File: src/rtl/pong_pkg.sv
// Shared types and defaults for the pong score controller.
package pong_pkg;

  localparam int unsigned WIN_SCORE_DEF   = 11;
  localparam int unsigned SERVE_DELAY_DEF = 50_000_000;
  localparam int unsigned SCORE_W         = 7;
  localparam int unsigned TIMER_W         = 26;
  localparam int unsigned INC_W           = 2;

  typedef enum logic [2:0] {
    IDLE,
    SERVE,
    PLAY,
    POINT,
    OVER
  } state_t;

  typedef enum logic [INC_W-1:0] {
    INC_NONE  = 2'b00,
    INC_LEFT  = 2'b01,
    INC_RIGHT = 2'b10
  } inc_t;

endpackage

File: src/rtl/rise_detect.sv
// Rising-edge detector; the history register's reset value is a parameter
// so a level held through reset can be treated as already seen.
module rise_detect #(
  parameter logic RESET_VAL = 1'b0
) (
  input  logic clk,
  input  logic reset,
  input  logic d,
  output logic rise_c
);

  logic prev;

  // Previous-value history register.
  always_ff @(posedge clk) begin
    if (reset) prev <= RESET_VAL;
    else       prev <= d;
  end

  assign rise_c = d & ~prev;

endmodule

File: src/rtl/pong_score_ctrl.sv
// Game flow and scoring controller for pong: serve timing, point
// crediting, win detection and pulses to the downstream score counter.
module pong_score_ctrl
  import pong_pkg::*;
#(
  parameter int unsigned WIN_SCORE   = WIN_SCORE_DEF,
  parameter int unsigned SERVE_DELAY = SERVE_DELAY_DEF
) (
  input  logic             clk,
  input  logic             reset,
  input  logic             btn_start,
  input  logic             miss_left,
  input  logic             miss_right,
  output logic [INC_W-1:0] d_inc,
  output logic             d_clr,
  output logic             ball_reset,
  output logic             game_over,
  output logic [INC_W-1:0] winner
);

  state_t             state, state_nxt;
  logic [SCORE_W-1:0] score_left, score_left_nxt;
  logic [SCORE_W-1:0] score_right, score_right_nxt;
  logic [TIMER_W-1:0] timer, timer_nxt;
  logic [INC_W-1:0]   d_inc_nxt, winner_nxt;
  logic               d_clr_nxt, ball_reset_nxt, game_over_nxt;
  logic               start_rise_c;
  logic               won_c;

  // A button held through reset must not count as a fresh press.
  rise_detect #(.RESET_VAL(1'b1)) u_start_rise (
    .clk    (clk),
    .reset  (reset),
    .d      (btn_start),
    .rise_c (start_rise_c)
  );

  // In POINT, d_inc still carries the credited side; its score is already bumped.
  assign won_c = ((d_inc == INC_LEFT)  && (score_left  == SCORE_W'(WIN_SCORE))) ||
                 ((d_inc == INC_RIGHT) && (score_right == SCORE_W'(WIN_SCORE)));

  // State register.
  always_ff @(posedge clk) begin
    if (reset) state <= IDLE;
    else       state <= state_nxt;
  end

  // Next-state, datapath and output decode.
  always_comb begin
    state_nxt       = state;
    score_left_nxt  = score_left;
    score_right_nxt = score_right;
    timer_nxt       = '0;
    d_inc_nxt       = INC_NONE;
    d_clr_nxt       = 1'b0;
    winner_nxt      = winner;

    case (state)
      IDLE: begin
        if (start_rise_c) begin
          d_clr_nxt       = 1'b1;
          score_left_nxt  = '0;
          score_right_nxt = '0;
          state_nxt       = SERVE;
        end
      end
      SERVE: begin
        timer_nxt = timer + TIMER_W'(1);
        if (timer == TIMER_W'(SERVE_DELAY - 1)) state_nxt = PLAY;
      end
      PLAY: begin
        if (miss_left && miss_right) begin
          state_nxt = SERVE;
        end else if (miss_right) begin
          d_inc_nxt      = INC_LEFT;
          score_left_nxt = score_left + SCORE_W'(1);
          state_nxt      = POINT;
        end else if (miss_left) begin
          d_inc_nxt       = INC_RIGHT;
          score_right_nxt = score_right + SCORE_W'(1);
          state_nxt       = POINT;
        end
      end
      POINT: begin
        if (won_c) begin
          winner_nxt = d_inc;
          state_nxt  = OVER;
        end else begin
          state_nxt = SERVE;
        end
      end
      OVER: begin
        if (start_rise_c) begin
          d_clr_nxt       = 1'b1;
          score_left_nxt  = '0;
          score_right_nxt = '0;
          winner_nxt      = INC_NONE;
          state_nxt       = SERVE;
        end
      end
      default: state_nxt = IDLE;
    endcase

    ball_reset_nxt = (state_nxt != PLAY);
    game_over_nxt  = (state_nxt == OVER);
  end

  // Registered datapath and outputs.
  always_ff @(posedge clk) begin
    if (reset) begin
      score_left  <= '0;
      score_right <= '0;
      timer       <= '0;
      d_inc       <= INC_NONE;
      d_clr       <= 1'b0;
      ball_reset  <= 1'b1;
      game_over   <= 1'b0;
      winner      <= INC_NONE;
    end else begin
      score_left  <= score_left_nxt;
      score_right <= score_right_nxt;
      timer       <= timer_nxt;
      d_inc       <= d_inc_nxt;
      d_clr       <= d_clr_nxt;
      ball_reset  <= ball_reset_nxt;
      game_over   <= game_over_nxt;
      winner      <= winner_nxt;
    end
  end

endmodule

File: config.mk
export PLATFORM = sky130hd
export DESIGN_NAME = pong_score_ctrl
export DESIGN_NICKNAME = d
export VERILOG_FILES = /design/src/rtl/pong_pkg.sv /design/src/rtl/rise_detect.sv /design/src/rtl/pong_score_ctrl.sv
export SDC_FILE = /design/constraint.sdc
export NUM_CORES = 1
export LEC_CHECK = 0
export CAP_MARGIN = 20
export CORE_UTILIZATION = 57
export DETAILED_ROUTE_END_ITERATION = 16
export PLACE_DENSITY = 0.86
export RECOVER_POWER = 25
export SYNTH_ARGS = -nofsm -noshare
export SYNTH_HDL_FRONTEND = slang
export SYNTH_SLANG_ARGS = --single-unit
File: constraint.sdc
create_clock -name clk -period 2 [get_ports clk]
set_input_delay 0.3 -clock clk [delete_from_list [all_inputs] [get_ports clk]]
set_output_delay 0.3 -clock clk [all_outputs]
set_load 0.01 [all_outputs]
==> reports/summary.txt, run 1 <==
status -> finished clean
drt drc -> 0
Worst setup SP type -> flip-flop
Hold Vio Cnt, Final -> 0
row count -> 23
Max Cap Viol -> 0
Max Slew Vio Count -> 0
sequential element share of the synthesized area -> 41.0%
grt ovf -> 0
PwrDens -> 608 nW/um^2
Switching Fraction -> 22.4%
top post-synthesis cells by area -> dfxtp_1, nor2_1, xnor2_1
Syn Nets -> 294
Routed Antenna Nets -> 0
Initial DRC Count -> 137
HP Class -> reg -> reg
post-cts hold buffer count -> 0
Syn. warnings -> 0
Synth Area per Inst -> 8.71 um^2
Seq. cell area -> 1020 um^2
Post-synth top cells -> dfxtp_1, nor2_1, nand2_1, a21oi_1, nand3_1
area of the multi-input gates -> 1400 um^2
Gate power share -> 4.5%
Vias/cell -> 6.13
most frequent cell after synthesis -> dfxtp_1
minimum clock period -> 1910 ps
dpl cells -> 361
share of cells above drive strength 1 -> 14.7%
skew final -> 14.8 ps
period utilisation layout -> 95.6%
final setup vio count -> 0
fill count -> 322
Pre-Repair DR Iteration Count -> 5
max incr delay on CP -> 660 ps
Unique masters post-synth -> 49
post-CTS setup repair buffer count -> 0
synthesized flop and latch total -> 51
VDD IR max -> 441 uV
Leak -> 0.987 nW
crit-path leading delay family -> simple AND/OR/NAND/NOR gates
async set or reset register ratio after synthesis -> 0%
top cell type by total area after synthesis -> dfxtp_1
Clock Tree Root -> clkbuf_8
core area -> 4090 um^2
die area -> 4640 um^2
critical path required time -> 2200 ps
Worst Path Arrival -> 2120 ps
unrepaired setup endpoints after global routing -> no
htree depth -> 2
CTS Buf Count -> 5
commonest register cell after synthesis -> dfxtp_1
DR vias -> 2263
CTS Sinks -> 51
crit path kind -> reg -> reg
WP buf/inv -> 0
Worst setup EP type -> flip-flop
Layout Cells excl Fill -> 369
All-Layer GR Usage -> 26.7%
Placer Congestion -> 0.903
CTS tree -> built
HPWL after DPL -> 3950 um
Ports -> 12
Worst-Margin Slew -> 854 ps
Slew Limit Headroom -> 43.1%
WL final -> 5410 um
area growth from synthesis to layout -> 16.4%
Sw Pwr -> 396 uW
first-pass GRT wire length -> 9260 um
Wirelength per Cell -> 14.6 um
Worst-Skew Late Latency -> 310 ps
final instance area -> 2900 um^2
EDFF count, synth -> 0
Reg clk slew, reported paths -> 100 ps
max frequency -> 0.523 GHz
Port-buffer cells -> 11
Initial Util -> 61.0%
Total Nets Final -> 326
register share of total power -> 58.0%
WHS -> 468 ps
Int Power -> 1.37 mW
Die Wd -> 68.1 um
initial antenna violation count -> 0
fin util -> 71.0%
Clock Power Share -> 37.5%
cells after synthesis -> 286
Cell Area, Placed -> 2800 um^2
ant diodes -> 0
crit path max fanout -> 5
CP Cell Sequence -> or4b_2 > nor4_2 > a31oi_1 > or3_1
slowest CP cell -> or4b_2
Chip Height -> 68.1 um
vias in the first global route -> 2133
post-synth design cell area -> 2490 um^2
Synth top area share -> 41.0%
Clock Path Buffers -> 2
largest net degree at the start of global routing -> 22
==> through the flow <==
stage	setup TNS (ps)	power [mW]	worst slack, ps
final	0	1.76	87.1
after global routing	0	1.81	17.4
after CTS	0	1.77	25.3
after detailed placement	-379	1.13	-142
after global placement	-188	1.13	-102
after floorplan	0	1.09	197
==> final cells by class <==
class,instances,share of cell area (%)
multi-input combinational,218,48.4
sequential,51,35.2
inverter,6,0.776
timing repair buffer,36,9.87
clock inverter,1,0.259
tap,50,2.16
clock buffer,7,3.32
==> layer usage <==
| metal | track usage (%) | vias up | routed length (um) |
|---|---|---|---|
| met5 | 0 | - | 0 |
| met4 | 11.2 | 0 | 106 |
| met3 | 5.67 | 9 | 267 |
| met2 | 41.4 | 68 | 2510 |
| met1 | 35.5 | 1078 | 2520 |
| li1 | - | 1108 | - |
==> final timing paths <==
check	cells after the start	slack [ps]	end	startpoint
worst max-delay path	4	90	state[0]	timer[16]
worst min-delay path	2	470	winner[1]	winner[1]
worst max register to register	4	90	state[0]	timer[16]
worst min register to register	2	470	winner[1]	winner[1]
==> worst register-to-register path, stage by stage (launching register included) <==
cell     delay [ps]
dfxtp_1         350
or4b_2          660
nor4_2          300
a31oi_1         130
or3_1           360
==> repair_timing <==
action	4_1_cts	5_1_grt
hold endpoints to repair	0	0
gates resized for setup	0	4
setup endpoints to repair	0	7
==> state kept, by name, indices dropped and copies added, names as in the netlist <==
name / count
state: 3
d_clr: 1
u_start_rise.prev: 1
d_inc: 2
winner: 2
ball_reset: 1
score_left: 7
timer: 26
score_right: 7
game_over: 1
==> power by group through the flow <==
stage,registers [mW],clock network [mW],logic (mW)
floorplan,1.04,0,0.0442
global placement,1.05,0,0.0783
detailed placement,1.05,0,0.0804
CTS,1.02,0.667,0.0815
global route,1.02,0.702,0.0863
finish,1.02,0.662,0.0795
==> cell usage in the layout (no fill, tap or decap), drive strengths merged, types with 5 or more instances in the layout <==
master and instances:
nand3 16, clkdlybuf4s50 6, dlygate4sd3 5, o31ai 5, inv 6, nand4b 7
dfxtp 51, nor2 34, nand4 6, buf 21, xor2 5, or4 10
mux2i 8, o21ai 7, or3 8, xnor2 11, clkbuf 11, nor2b 8
a21oi 17, nand2 20
==> logic make-up (layout without fill, tap and decap cells) <==
family          after synthesis  after routing  share of synthesized area, %
compound gates               46             46                          11.8
xor+xnor                     16             16                          5.62
fa+ha+maj                     3              3                          1.51
buf+inv                      17             50                          3.01
flops                        51             51                          41.0
mux                           8              8                          3.21
simple gates                145            145                          33.9
No activity file was read; power rests on OpenSTA's default activity.
==> inputs of run 2 (changes only) <==
==> constraint.sdc (replaced) <==
create_clock -name clk -period 2 [get_ports clk]
set_input_delay 0.2 -clock clk [delete_from_list [all_inputs] [get_ports clk]]
set_output_delay 0.2 -clock clk [all_outputs]
set_load 0.01 [all_outputs]
==> reports/summary.txt, run 2 (synthesis gave the netlist of run 1 again) <==
crit path kind -> reg -> reg
status -> finished clean
crit path max fanout -> 5 (unchanged)
Placer Congestion -> 0.882 (-2.2%)
Layout Cells excl Fill -> 367 (-0.54%)
fin util -> 70.5% (-0.52 points)
post-CTS setup repair buffer count -> 0 (unchanged)
final setup vio count -> 0 (unchanged)
Die Wd -> 68.1 um (unchanged)
Worst-Skew Late Latency -> 310 ps (about the same)
CTS Sinks -> 51 (unchanged)
initial antenna violation count -> 0 (unchanged)
Initial DRC Count -> 137 (unchanged)
All-Layer GR Usage -> 25.9% (-0.79 points)
Total Nets Final -> 324 (-0.61%)
unrepaired setup endpoints after global routing -> no
CP Cell Sequence -> or4b_2 > nor4_4 > a31oi_1 > or3_1
DR vias -> 2213 (-2.2%)
Vias/cell -> 6.03 (-1.7%)
PnR worst setup slack -> 49.7 ps (-37.4 ps)
share of cells above drive strength 1 -> 14.2% (-0.54 points)
Leak -> 0.978 nW (-0.94%)
Sum Neg Setup Slack -> 0 ps (unchanged)
Slew Limit Headroom -> 43.6% (+0.58 points)
Clock Tree Root -> clkbuf_8
row count -> 23 (unchanged)
max incr delay on CP -> 710 ps (+50 ps)
Chip Height -> 68.1 um (unchanged)
largest net degree at the start of global routing -> 22 (unchanged)
minimum clock period -> 1950 ps (+37.4 ps)
most frequent cells in the layout -> dfxtp_1, nor2_1, nand2_1
CTS tree -> built
Largest Register -> timer
Worst setup EP type -> flip-flop
grt peak-use layer -> met2
max reg flops -> 26 (unchanged)
dpl cells -> 359 (-0.55%)
met2 Usage GRT -> 39.3% (-2.1 points)
htree depth -> 2 (unchanged)
skew final -> 6.64 ps (-8.14 ps)
drt drc -> 0 (unchanged)
worst hold stages -> 2 (unchanged)
Wirelength per Cell -> 14.8 um (+1.2%)
most common cell after layout, fill and taps aside -> dfxtp_1
max frequency -> 0.513 GHz (-1.9%)
Reg clk slew, reported paths -> 90 ps (about the same)
fill count -> 321 (-0.31%)
Ports -> 12 (unchanged)
Worst-Margin Slew -> 845 ps (-8.77 ps)
Hold Vio Cnt, Final -> 0 (unchanged)
HP Class -> reg -> reg
ant diodes -> 0 (unchanged)
PwrDens -> 583 nW/um^2 (-4.2%)
slowest CP cell -> or4b_2
Clock Path Buffers -> 2 (unchanged)
Largest regs -> timer (26), score_left (7), score_right (7)
met3 usage -> 6.17% (+0.50 points)
dpl ws -> -85.5 ps (+56.5 ps)
GR Layer Usage met1 -> 35.3% (-0.22 points)
Worst Path Arrival -> 2150 ps (+30 ps)
WL final -> 5440 um (+0.67%)
Max Slew Vio Count -> 0 (unchanged)
period utilisation layout -> 97.5% (+1.9 points)
Max Cap Viol -> 0 (unchanged)
Register-to-Register Path Depth -> 4 (unchanged)
HPWL after DPL -> 3900 um (-1.4%)
core area -> 4090 um^2 (unchanged)
Worst setup SP type -> flip-flop
vias in the first global route -> 1985 (-6.9%)
area growth from synthesis to layout -> 15.6%
WHS -> 472 ps (+3.66 ps)
grt ovf -> 0 (unchanged)
critical path required time -> 2200 ps (about the same)
Pre-Repair DR Iteration Count -> 4 (-1)
first-pass GRT wire length -> 8980 um (-3.0%)
CTS Buf Count -> 5 (unchanged)
Port-buffer cells -> 11 (unchanged)
Initial Util -> 61.0% (unchanged)
die area -> 4640 um^2 (unchanged)
VDD IR max -> 434 uV (-1.7%)
Routed Antenna Nets -> 0 (unchanged)
## run 2: cell count changes in the layout (fill, tap and decap cells not counted), moves of 2 or more
cell and change:
clkbuf_8 -2, dlygate4sd3_1 +2, buf_4 -2, clkdlybuf4s50_1 -2
## run 2: final cells by class
type / count / area [um^2] / area share [%]
tap: 50 / 62.6 / 2.17
multi-input combinational: 218 / 1420 / 49.3
clock inverter: 1 / 5.00 / 0.174
timing repair buffer: 34 / 273 / 9.47
clock buffer: 7 / 76.3 / 2.65
sequential: 51 / 1020 / 35.5
inverter: 6 / 22.5 / 0.782
## run 2: power by group
part / total (mW) / leakage [nW] / switching (mW) / internal, mW
combinational: 0.0782 / 0.524 / 0.0442 / 0.0340
sequential: 1.02 / 0.412 / 0.00404 / 1.02
clock: 0.577 / 0.0422 / 0.331 / 0.246
## run 2: per-stage QoR
step | area (um^2) | power, mW
2_1_floorplan | 2490 | 1.09
3_3_place_gp | 2790 | 1.12
3_5_place_dp | 2790 | 1.13
4_1_cts | 2870 | 1.69
5_1_grt | 2880 | 1.72
6_report | 2880 | 1.68
## run 2: path summary, 6_finish.rpt
path,startpoint,end,slack (ps)
worst max-delay path,timer[18],state[0],50
worst min-delay path,winner[1],winner[1],470
worst max register to register,timer[18],state[0],50
worst min register to register,winner[1],winner[1],470
## run 2: worst max-delay path: cells and delay by family, from the launching register on
| family | cells | cell delay, ps |
|---|---|---|
| AO/OA/AOI/OAI | 1 | 130 |
| AND/OR/NAND/NOR | 3 | 1350 |
| flip-flops | 1 | 350 |
## run 2: per-layer routing
layer  part of all wire (%)  up-vias
met5                      0        -
met4                    1.9        0
met3                    3.6       11
met2                     47       47
met1                     48     1052
li1                       -     1103
## run 2: timing repair
item                       CTS  global route
resized for setup            0             5
setup endpoints to repair    0            14
hold buffers                 0             0
